===== src/rtl/mdu.sv =====
`default_nettype none
// ============================================================================
// Module      : mdu
// Description : Iterative multiply/divide unit beside the ALU. Owns the
//               architectural HI/LO registers. Shift-add multiply and
//               restoring divide, one bit per cycle on operand magnitudes,
//               with sign fixup in a final cycle. mthi/mtlo write HI/LO
//               directly from operand a.
// Revision    : 1.0 - initial release
// ============================================================================
module mdu #(
    parameter int WIDTH = 32,
    parameter int OP_W  = 3
) (
    input  logic             clk,
    input  logic             rst,
    input  logic             start,
    input  logic [OP_W-1:0]  op,
    input  logic [WIDTH-1:0] a,
    input  logic [WIDTH-1:0] b,
    output logic             busy,
    output logic             done,
    output logic [WIDTH-1:0] hi,
    output logic [WIDTH-1:0] lo
);

    localparam int               c_CNT_W = $clog2(WIDTH) + 1;
    localparam logic [c_CNT_W-1:0] c_LAST = c_CNT_W'(WIDTH);

    localparam logic [OP_W-1:0] c_OP_MULT  = OP_W'(0);
    localparam logic [OP_W-1:0] c_OP_MULTU = OP_W'(1);
    localparam logic [OP_W-1:0] c_OP_DIV   = OP_W'(2);
    localparam logic [OP_W-1:0] c_OP_DIVU  = OP_W'(3);
    localparam logic [OP_W-1:0] c_OP_MTHI  = OP_W'(4);
    localparam logic [OP_W-1:0] c_OP_MTLO  = OP_W'(5);

    localparam logic [1:0] c_IDLE = 2'd0;
    localparam logic [1:0] c_RUN  = 2'd1;
    localparam logic [1:0] c_FIX  = 2'd2;

    logic [1:0]         r_state;
    logic [1:0]         w_state_nxt;
    logic [c_CNT_W-1:0] r_cnt;
    logic [2*WIDTH-1:0] r_p;        // {upper, lower} working register
    logic [WIDTH-1:0]   r_opnd;     // multiplicand or divisor magnitude
    logic [WIDTH-1:0]   r_raw_a;    // raw dividend for the divide-by-zero result
    logic               r_is_div;
    logic               r_div_zero;
    logic               r_neg_q;    // negate product / quotient
    logic               r_neg_r;    // negate remainder
    logic [WIDTH-1:0]   r_hi;
    logic [WIDTH-1:0]   r_lo;
    logic               r_done;

    logic               w_accept;
    logic               w_iter_op;
    logic               w_signed_op;
    logic               w_div_op;
    logic [WIDTH-1:0]   w_mag_a;
    logic [WIDTH-1:0]   w_mag_b;
    logic [WIDTH:0]     w_madd;
    logic [WIDTH:0]     w_dup;
    logic               w_dge;
    logic [WIDTH-1:0]   w_dsub;
    logic [2*WIDTH-1:0] w_prod;
    logic [WIDTH-1:0]   w_quo;
    logic [WIDTH-1:0]   w_rem;

    assign w_accept    = (r_state == c_IDLE) && start;
    assign w_signed_op = (op == c_OP_MULT) || (op == c_OP_DIV);
    assign w_div_op    = (op == c_OP_DIV)  || (op == c_OP_DIVU);
    assign w_iter_op   = w_div_op || (op == c_OP_MULT) || (op == c_OP_MULTU);

    assign w_mag_a = (w_signed_op && a[WIDTH-1]) ? -a : a;
    assign w_mag_b = (w_signed_op && b[WIDTH-1]) ? -b : b;

    // Multiply step: add multiplicand into the upper half when the LSB of the
    // multiplier is set, then shift the whole register right with the carry.
    assign w_madd = {1'b0, r_p[2*WIDTH-1:WIDTH]} + (r_p[0] ? {1'b0, r_opnd} : '0);

    // Restoring divide step: shift left one bit and subtract the divisor from
    // the partial remainder when it fits; the fit decision is the quotient bit.
    assign w_dup  = r_p[2*WIDTH-1:WIDTH-1];
    assign w_dge  = w_dup >= {1'b0, r_opnd};
    assign w_dsub = w_dup[WIDTH-1:0] - r_opnd;

    // Sign fixup of the magnitude results.
    assign w_prod = r_neg_q ? -r_p : r_p;
    assign w_quo  = r_neg_q ? -r_p[WIDTH-1:0] : r_p[WIDTH-1:0];
    assign w_rem  = r_neg_r ? -r_p[2*WIDTH-1:WIDTH] : r_p[2*WIDTH-1:WIDTH];

    // The first RUN cycle (count 0) is an issue slot, so busy rises one edge
    // after acceptance and stays high through FIX.
    assign busy = ((r_state == c_RUN) && (r_cnt != '0)) || (r_state == c_FIX);
    assign done = r_done;
    assign hi   = r_hi;
    assign lo   = r_lo;

    // State register.
    always_ff @(posedge clk) begin
        if (rst) begin
            r_state <= c_IDLE;
        end else begin
            r_state <= w_state_nxt;
        end
    end

    // Next-state decode.
    always_comb begin
        w_state_nxt = r_state;
        case (r_state)
            c_IDLE: if (start && w_iter_op) w_state_nxt = c_RUN;
            c_RUN:  if (r_cnt == c_LAST)    w_state_nxt = c_FIX;
            c_FIX:  w_state_nxt = c_IDLE;
            default: w_state_nxt = c_IDLE;
        endcase
    end

    // Operand capture, iteration datapath, and HI/LO writes.
    always_ff @(posedge clk) begin
        if (rst) begin
            r_cnt      <= '0;
            r_p        <= '0;
            r_opnd     <= '0;
            r_raw_a    <= '0;
            r_is_div   <= 1'b0;
            r_div_zero <= 1'b0;
            r_neg_q    <= 1'b0;
            r_neg_r    <= 1'b0;
            r_hi       <= '0;
            r_lo       <= '0;
            r_done     <= 1'b0;
        end else begin
            r_done <= 1'b0;
            case (r_state)
                c_IDLE: begin
                    if (w_accept && w_iter_op) begin
                        r_cnt      <= '0;
                        r_raw_a    <= a;
                        r_is_div   <= w_div_op;
                        r_div_zero <= w_div_op && (b == '0);
                        r_neg_q    <= w_signed_op && (a[WIDTH-1] ^ b[WIDTH-1]);
                        r_neg_r    <= w_signed_op && w_div_op && a[WIDTH-1];
                        if (w_div_op) begin
                            r_p    <= {{WIDTH{1'b0}}, w_mag_a};
                            r_opnd <= w_mag_b;
                        end else begin
                            r_p    <= {{WIDTH{1'b0}}, w_mag_b};
                            r_opnd <= w_mag_a;
                        end
                    end else if (w_accept && (op == c_OP_MTHI)) begin
                        r_hi <= a;
                    end else if (w_accept && (op == c_OP_MTLO)) begin
                        r_lo <= a;
                    end
                end
                c_RUN: begin
                    r_cnt <= r_cnt + 1'b1;
                    if (r_cnt != '0) begin
                        if (r_is_div) begin
                            r_p <= {(w_dge ? w_dsub : w_dup[WIDTH-1:0]), r_p[WIDTH-2:0], w_dge};
                        end else begin
                            r_p <= {w_madd, r_p[WIDTH-1:1]};
                        end
                    end
                end
                c_FIX: begin
                    r_done <= 1'b1;
                    if (!r_is_div) begin
                        r_hi <= w_prod[2*WIDTH-1:WIDTH];
                        r_lo <= w_prod[WIDTH-1:0];
                    end else if (r_div_zero) begin
                        r_hi <= r_raw_a;
                        r_lo <= '1;
                    end else begin
                        r_hi <= w_rem;
                        r_lo <= w_quo;
                    end
                end
                default: ;
            endcase
        end
    end

endmodule
`default_nettype wire


===== config.mk =====
export PLATFORM = sky130hd
export DESIGN_NAME = mdu
export DESIGN_NICKNAME = d
export VERILOG_FILES = /design/src/rtl/mdu.sv
export SDC_FILE = /design/constraint.sdc
export NUM_CORES = 1
export LEC_CHECK = 0
export CORE_MARGIN = 2
export CORE_UTILIZATION = 51
export DETAILED_ROUTE_END_ITERATION = 8
export PLACE_DENSITY = 0.74
export REMOVE_ABC_BUFFERS = 1
export SYNTH_ARGS = -nofsm -noshare
export SYNTH_HDL_FRONTEND = slang
export SYNTH_SLANG_ARGS = --single-unit

===== constraint.sdc =====
create_clock -name clk -period 3.45 [get_ports clk]
set_input_delay 0.69 -clock clk [delete_from_list [all_inputs] [get_ports clk]]
set_output_delay 0.69 -clock clk [all_outputs]
set_load 0.03 [all_outputs]

[Word-level counts from Yosys, hierarchy flattened]
Index checks and enable logic that the tools add are counted.
Operators by class
  $lt $le $gt $ge: 1
  equal/unequal tests: 16
  bitwise logic cells: 1
  reductions and logical operators: 29
  muxes and demuxes: 30
  $add $sub $neg: 8
Operator list (number)
  $mux 32: 17
  $mux 64: 4
  $neg 32->32: 4
  $pmux 32 s2: 2
  $pmux 64 s2: 1
  $neg 64->64: 1
  $add 32x32->33: 1
  $ge 33x32->1: 1
  $logic_not 32->1: 1
  $sub 32x32->32: 1
  $logic_and 1x1->1: 12
  $ne 2x1->1 const B: 6
  $pmux 6 s2: 1
  $add 6x1->6 const B: 1
  $eq 3x2->1 const B: 2
  $eq 3x3->1 const B: 2
  $eq 6x6->1 const B: 1
  $mux 6: 1
  $reduce_and 2->1: 3
  $reduce_and 3->1: 2
  $reduce_bool 6->1: 1
  $logic_or 1x1->1: 5
  $mux 2: 2
  $ne 2x2->1 const B: 2
  other kinds (10): 11
Storage, ports and cells
  bits in registers: 205
  bits of input ports: 70
  word-level logic and storage cells: 97
  output and inout port bits: 66

[Depth between registers and ports, before layout]
  depth in word-level cells: 7
  depth in mapped cells: 14
  depth with buffers taken out: 14

[Worst setup path after synthesis]
No wires, ideal clock.
  kind: register to register
  from: register r_p[31]
  to: register r_p[60]
  clock period less this slack: 3.150 ns
  data required time: 3.334 ns
  buffers on the path: 0
  path slack: 0.300 ns
  cell stages (with the launch flop): 15
  data arrival time: 3.034 ns
  path through: dfxtp_1 inv_1 ha_1 inv_1 fa_1 a21o_1 a221oi_2 o211ai_1 a2111oi_0 nor2_1 a21oi_1 o21ai_0 xnor2_1 o2111ai_1 and3b_1
On the way
  longest elaborated chain between the ends: 5
RTL lines
  start, declared: RTL line 44  | logic [2*WIDTH-1:0] r_p;
  start signal, assigned: RTL line 145  | r_p <= {{WIDTH{1'b0}}, w_mag_a};
  start signal, assigned: RTL line 148  | r_p <= {{WIDTH{1'b0}}, w_mag_b};
  start signal, assigned: RTL line 161  | r_p <= {(w_dge ? w_dsub : w_dup[WIDTH-1:0]), r_p[WIDTH-2:0], w_dge};
  $sub 32x32->32 / $ge 33x32->1 (equally long branches): RTL line 85, 84
  $mux 32 *: RTL line 161
  $mux 64 *: RTL line 160  | if (r_is_div) begin
  $mux 64 *: RTL line 159  | if (r_cnt != '0) begin
  $pmux 64 s2 *: RTL line 135  | case (r_state)
Every way passes the cells marked *; elsewhere a longest branch is shown, timed or not. The select of a mux whose other input is x is not followed.
A chain may end at the register's enable or synchronous reset.

[Final worst setup path]
  from: register r_p[32]
  to: register r_p[60]
On the way
  longest elaborated chain between the ends: 5
RTL lines (RTL line)
  $sub 32x32->32 / $ge 33x32->1 (equally long branches): 85, 84
  $mux 32: 161
  $mux 64 *: 160
  $mux 64 *: 159
  $pmux 64 s2 *: 135
Marks and branches as above.

==> reports/results.ini <==
[pwr]
powerDensity_nw_per_um2 = 350
power_mw = 7.25
peakVddDrop_mv = 0.381
leakage_nw = 7.90

[layout]
fin_cells = 2975
drive_gt1_share_pct = 13.3
antenna_cells = 0
nets = 2656
area_growth_syn_to_layout_pct = 22.9
fin_util_pct = 63.5

[place]
gp_routability_congestion = 1.01
place_inst = 2926
place_hpwl_um = 44500
portBuffers = 135
place_ws_ps = -269

[logic_synthesis]
yosysTopAreaCellShare_pct = 24.4
synth_ff_type = dfxtp_1
ys_types = 86
syn_inst = 2342
synthTopCellsByCount = nand2_1 (338), a21oi_1 (231), nor2_1 (227)
yosysWarnings = 0
synth_top_family_by_area = compound AO/OA/AOI/OAI gates
synth.most_common_cell = nand2_1
ys_ff_latch = 205
synth_mux_area_share_pct = 3.59
yosysTopAreaCell = dfxtp_1
synthArstFlopShare_pct = 0
synthAdderAreaFrac_pct = 5.44
yosysSeqAreaShare_pct = 24.4
synth_compound_area_share_pct = 28.0
synthXorXnorAreaFrac_pct = 9.63
synth_area_um2 = 16800
synth-simple-area-share_pct = 23.0
synthTopCellsByArea = dfxtp_1 (24%), nand2_1 (7.5%), a21oi_1 (6.9%)
synth-edff-count = 0
avgSynthCellArea_um2 = 7.18

[clocking]
clkTransAtPathRegs_ps = 60
htree_levels = 1
hold_buffers = 0
cts_root_buffer = clkbuf_16
clk_path_buf_depth = 3
tritoncts = yes
clk_latency_ps = 550
cts_inserted_buffers = 25
cts_sinks = 205

[worst_setup_path]
crit_path_frequent_cell = buf_4
critPathCaptureType = register
slowest_delay_ps = 480
worstSetupPathType = reg2reg
crit_arrival_ps = 3810
crit_required_ps = 3890
crit_chain = buf_4 > buf_4 > fa_1 > a21o_1 > a221oi_2 > o211ai_1 > a2111oi_2 > buf_4 > nor2_1 > a21oi_1 > o21ai_1 > xnor2_1 > o2111ai_1 > and3b_1
cp_max_fo = 13
crit_family = compound AO/OA/AOI/OAI gates
crit_buf_inv = 3
crit_path_start_kind = register
slowest_stage = fa_1

[drt]
viasPerCell = 6.15
drt_pass1_iterations = 8
ant_nets = 0
vias = 18293
drt_iter0_drc = 2124
routed_wl_um = 60100
wl_per_cell_um = 20.2
drc = 0

[global_route]
antenna_found_initial = 1
grt_max_degree = 75
grt_pass1_vias = 17202
grt_use_total_pct = 34.1
grt_pass1_wl_um = 93500
grt_overflow = 0

[floorplanning]
coreArea_um2 = 32500
row_count = 66
die_h_um = 186
start_util_pct = 51.7
floorplan.die.width_um = 186
die_area_um2 = 34500
io_pins = 136

[sta]
max_freq_mhz = 296
fin_crit_sh_pct = 97.9
setup_tns_ps = 0
rsz0062_at_grt = true
max_slew_margin_pct = 43.6
setup_ws_ps = 71.5
clock_skew_ps = 19.0
worstMarginPinSlew_ps = 842
hold_viol_final = 0
period_minus_slack_ps = 3380
setup_violations = 0
slew_viol_final = 0

[min_path]
hp-class = reg2reg

[job]
maxCapViolCount = 0

[run_status]
status = finished clean

==> cell type report <==
| type | instances | area, um2 |
|---|---|---|
| clock buffer | 34 | 719 |
| timing repair buffer | 335 | 2970 |
| clock inverter | 12 | 195 |
| inverter | 66 | 251 |
| multi-input combinational | 1881 | 11900 |
| sequential | 205 | 4110 |
| tap | 442 | 553 |
| fill | 2955 | 11900 |
==> registers in the layout (all words and copies together) (netlist names) <==
register,cells
r_p,64
r_cnt,6
r_is_div,1
r_neg_r,1
r_div_zero,1
lo,32
hi,32
r_state,2
r_raw_a,32
r_opnd,32
done,1
r_neg_q,1
==> cell families after synthesis <==
kind of cell	Yosys count
and+or+nand+nor	836
AOI/OAI and AO/OA	728
buffers and inverters	256
DFF	205
xor gates and xnor gates	185
adders and majority gates	72
muxes	60
==> per-stage QoR <==
| stage | area [um2] | hold slack (ps) |
|---|---|---|
| floorplan | 16100 | 426 |
| global placement | 19600 | 440 |
| detailed placement | 19600 | 443 |
| CTS | 20500 | 451 |
| global route | 20700 | 462 |
| finish | 20700 | 450 |
==> report_power, final <==
| part | switching, mW | internal (mW) | leakage, nW |
|---|---|---|---|
| sequential | 0.105 | 2.47 | 1.67 |
| clock | 1.11 | 1.83 | 0.450 |
| combinational | 1.01 | 0.719 | 5.78 |
| total | 2.23 | 5.02 | 7.90 |
==> cell usage in the layout, fill, tap and decap left out, types with 7 or more instances in the layout <==
cell type | Yosys | routed
o21ai_1 | 21 | 27
a21o_1 | 25 | 25
o21a_1 | 18 | 18
clkbuf_16 | 0 | 26
nand2b_1 | 20 | 19
a21oi_1 | 231 | 227
xor2_1 | 66 | 66
ha_1 | 70 | 68
inv_1 | 65 | 64
o211ai_1 | 34 | 34
nor3_1 | 55 | 54
nand2_1 | 338 | 338
o22ai_1 | 18 | 18
a31oi_1 | 12 | 11
mux2i_1 | 57 | 57
nor2_1 | 227 | 222
or2_2 | 12 | 12
a211oi_1 | 45 | 40
clkdlybuf4s50_1 | 0 | 134
nor2b_1 | 10 | 7
o21ai_0 | 142 | 136
or3_1 | 20 | 19
o21bai_1 | 9 | 9
nand3_1 | 52 | 52
a22oi_1 | 16 | 16
a311oi_1 | 29 | 28
buf_4 | 2 | 191
and2_1 | 10 | 10
dfxtp_1 | 205 | 202
buf_12 | 0 | 8
nand4_1 | 8 | 8
o221ai_1 | 40 | 39
o41ai_1 | 9 | 9
nor4_1 | 15 | 14
o31ai_1 | 25 | 23
and3_1 | 13 | 12
xnor2_1 | 119 | 119
or4_1 | 13 | 13
==> metal layers <==
metal  part of all wire (%)  up-vias  GRT usage (%)
met3                    9.1      115           4.95
met4                    3.1        2           11.7
li1                       -     8722              -
met5                  0.022        -              0
met2                     44      885           53.9
met1                     44     8569           47.3
==> worst reg2reg max path, delay by kind of cell (launching register included) <==
family	cells	cell delay (ps)
xor gates and xnor gates	1	150
DFF	1	320
buffers and inverters	3	530
and+or+nand+nor	2	310
adders and majority gates	1	480
AOI/OAI and AO/OA	7	1490
==> repair_timing <==
item / in CTS / in global routing
gates resized for setup: 3 / 33
endpoints found under the setup margin: 3 / 25
gates cloned: 0 / 1
buffers inserted: 0 / 2
pin swaps: 0 / 10
==> final timing paths <==
| path | endpoint | slack [ps] | depth (start not counted) | start |
|---|---|---|---|---|
| worst max-delay path | r_p[60]$_SDFFE_PP0P_ | 70 | 14 | r_p[32]$_SDFFE_PP0P_ |
| worst max register to register | r_p[60]$_SDFFE_PP0P_ | 70 | 14 | r_p[32]$_SDFFE_PP0P_ |
| worst min-delay path | lo[31]$_SDFFE_PP0P_ | 450 | 2 | lo[31]$_SDFFE_PP0P_ |
| worst min register to register | lo[31]$_SDFFE_PP0P_ | 450 | 2 | lo[31]$_SDFFE_PP0P_ |
No activity file was read; power rests on OpenSTA's default activity.
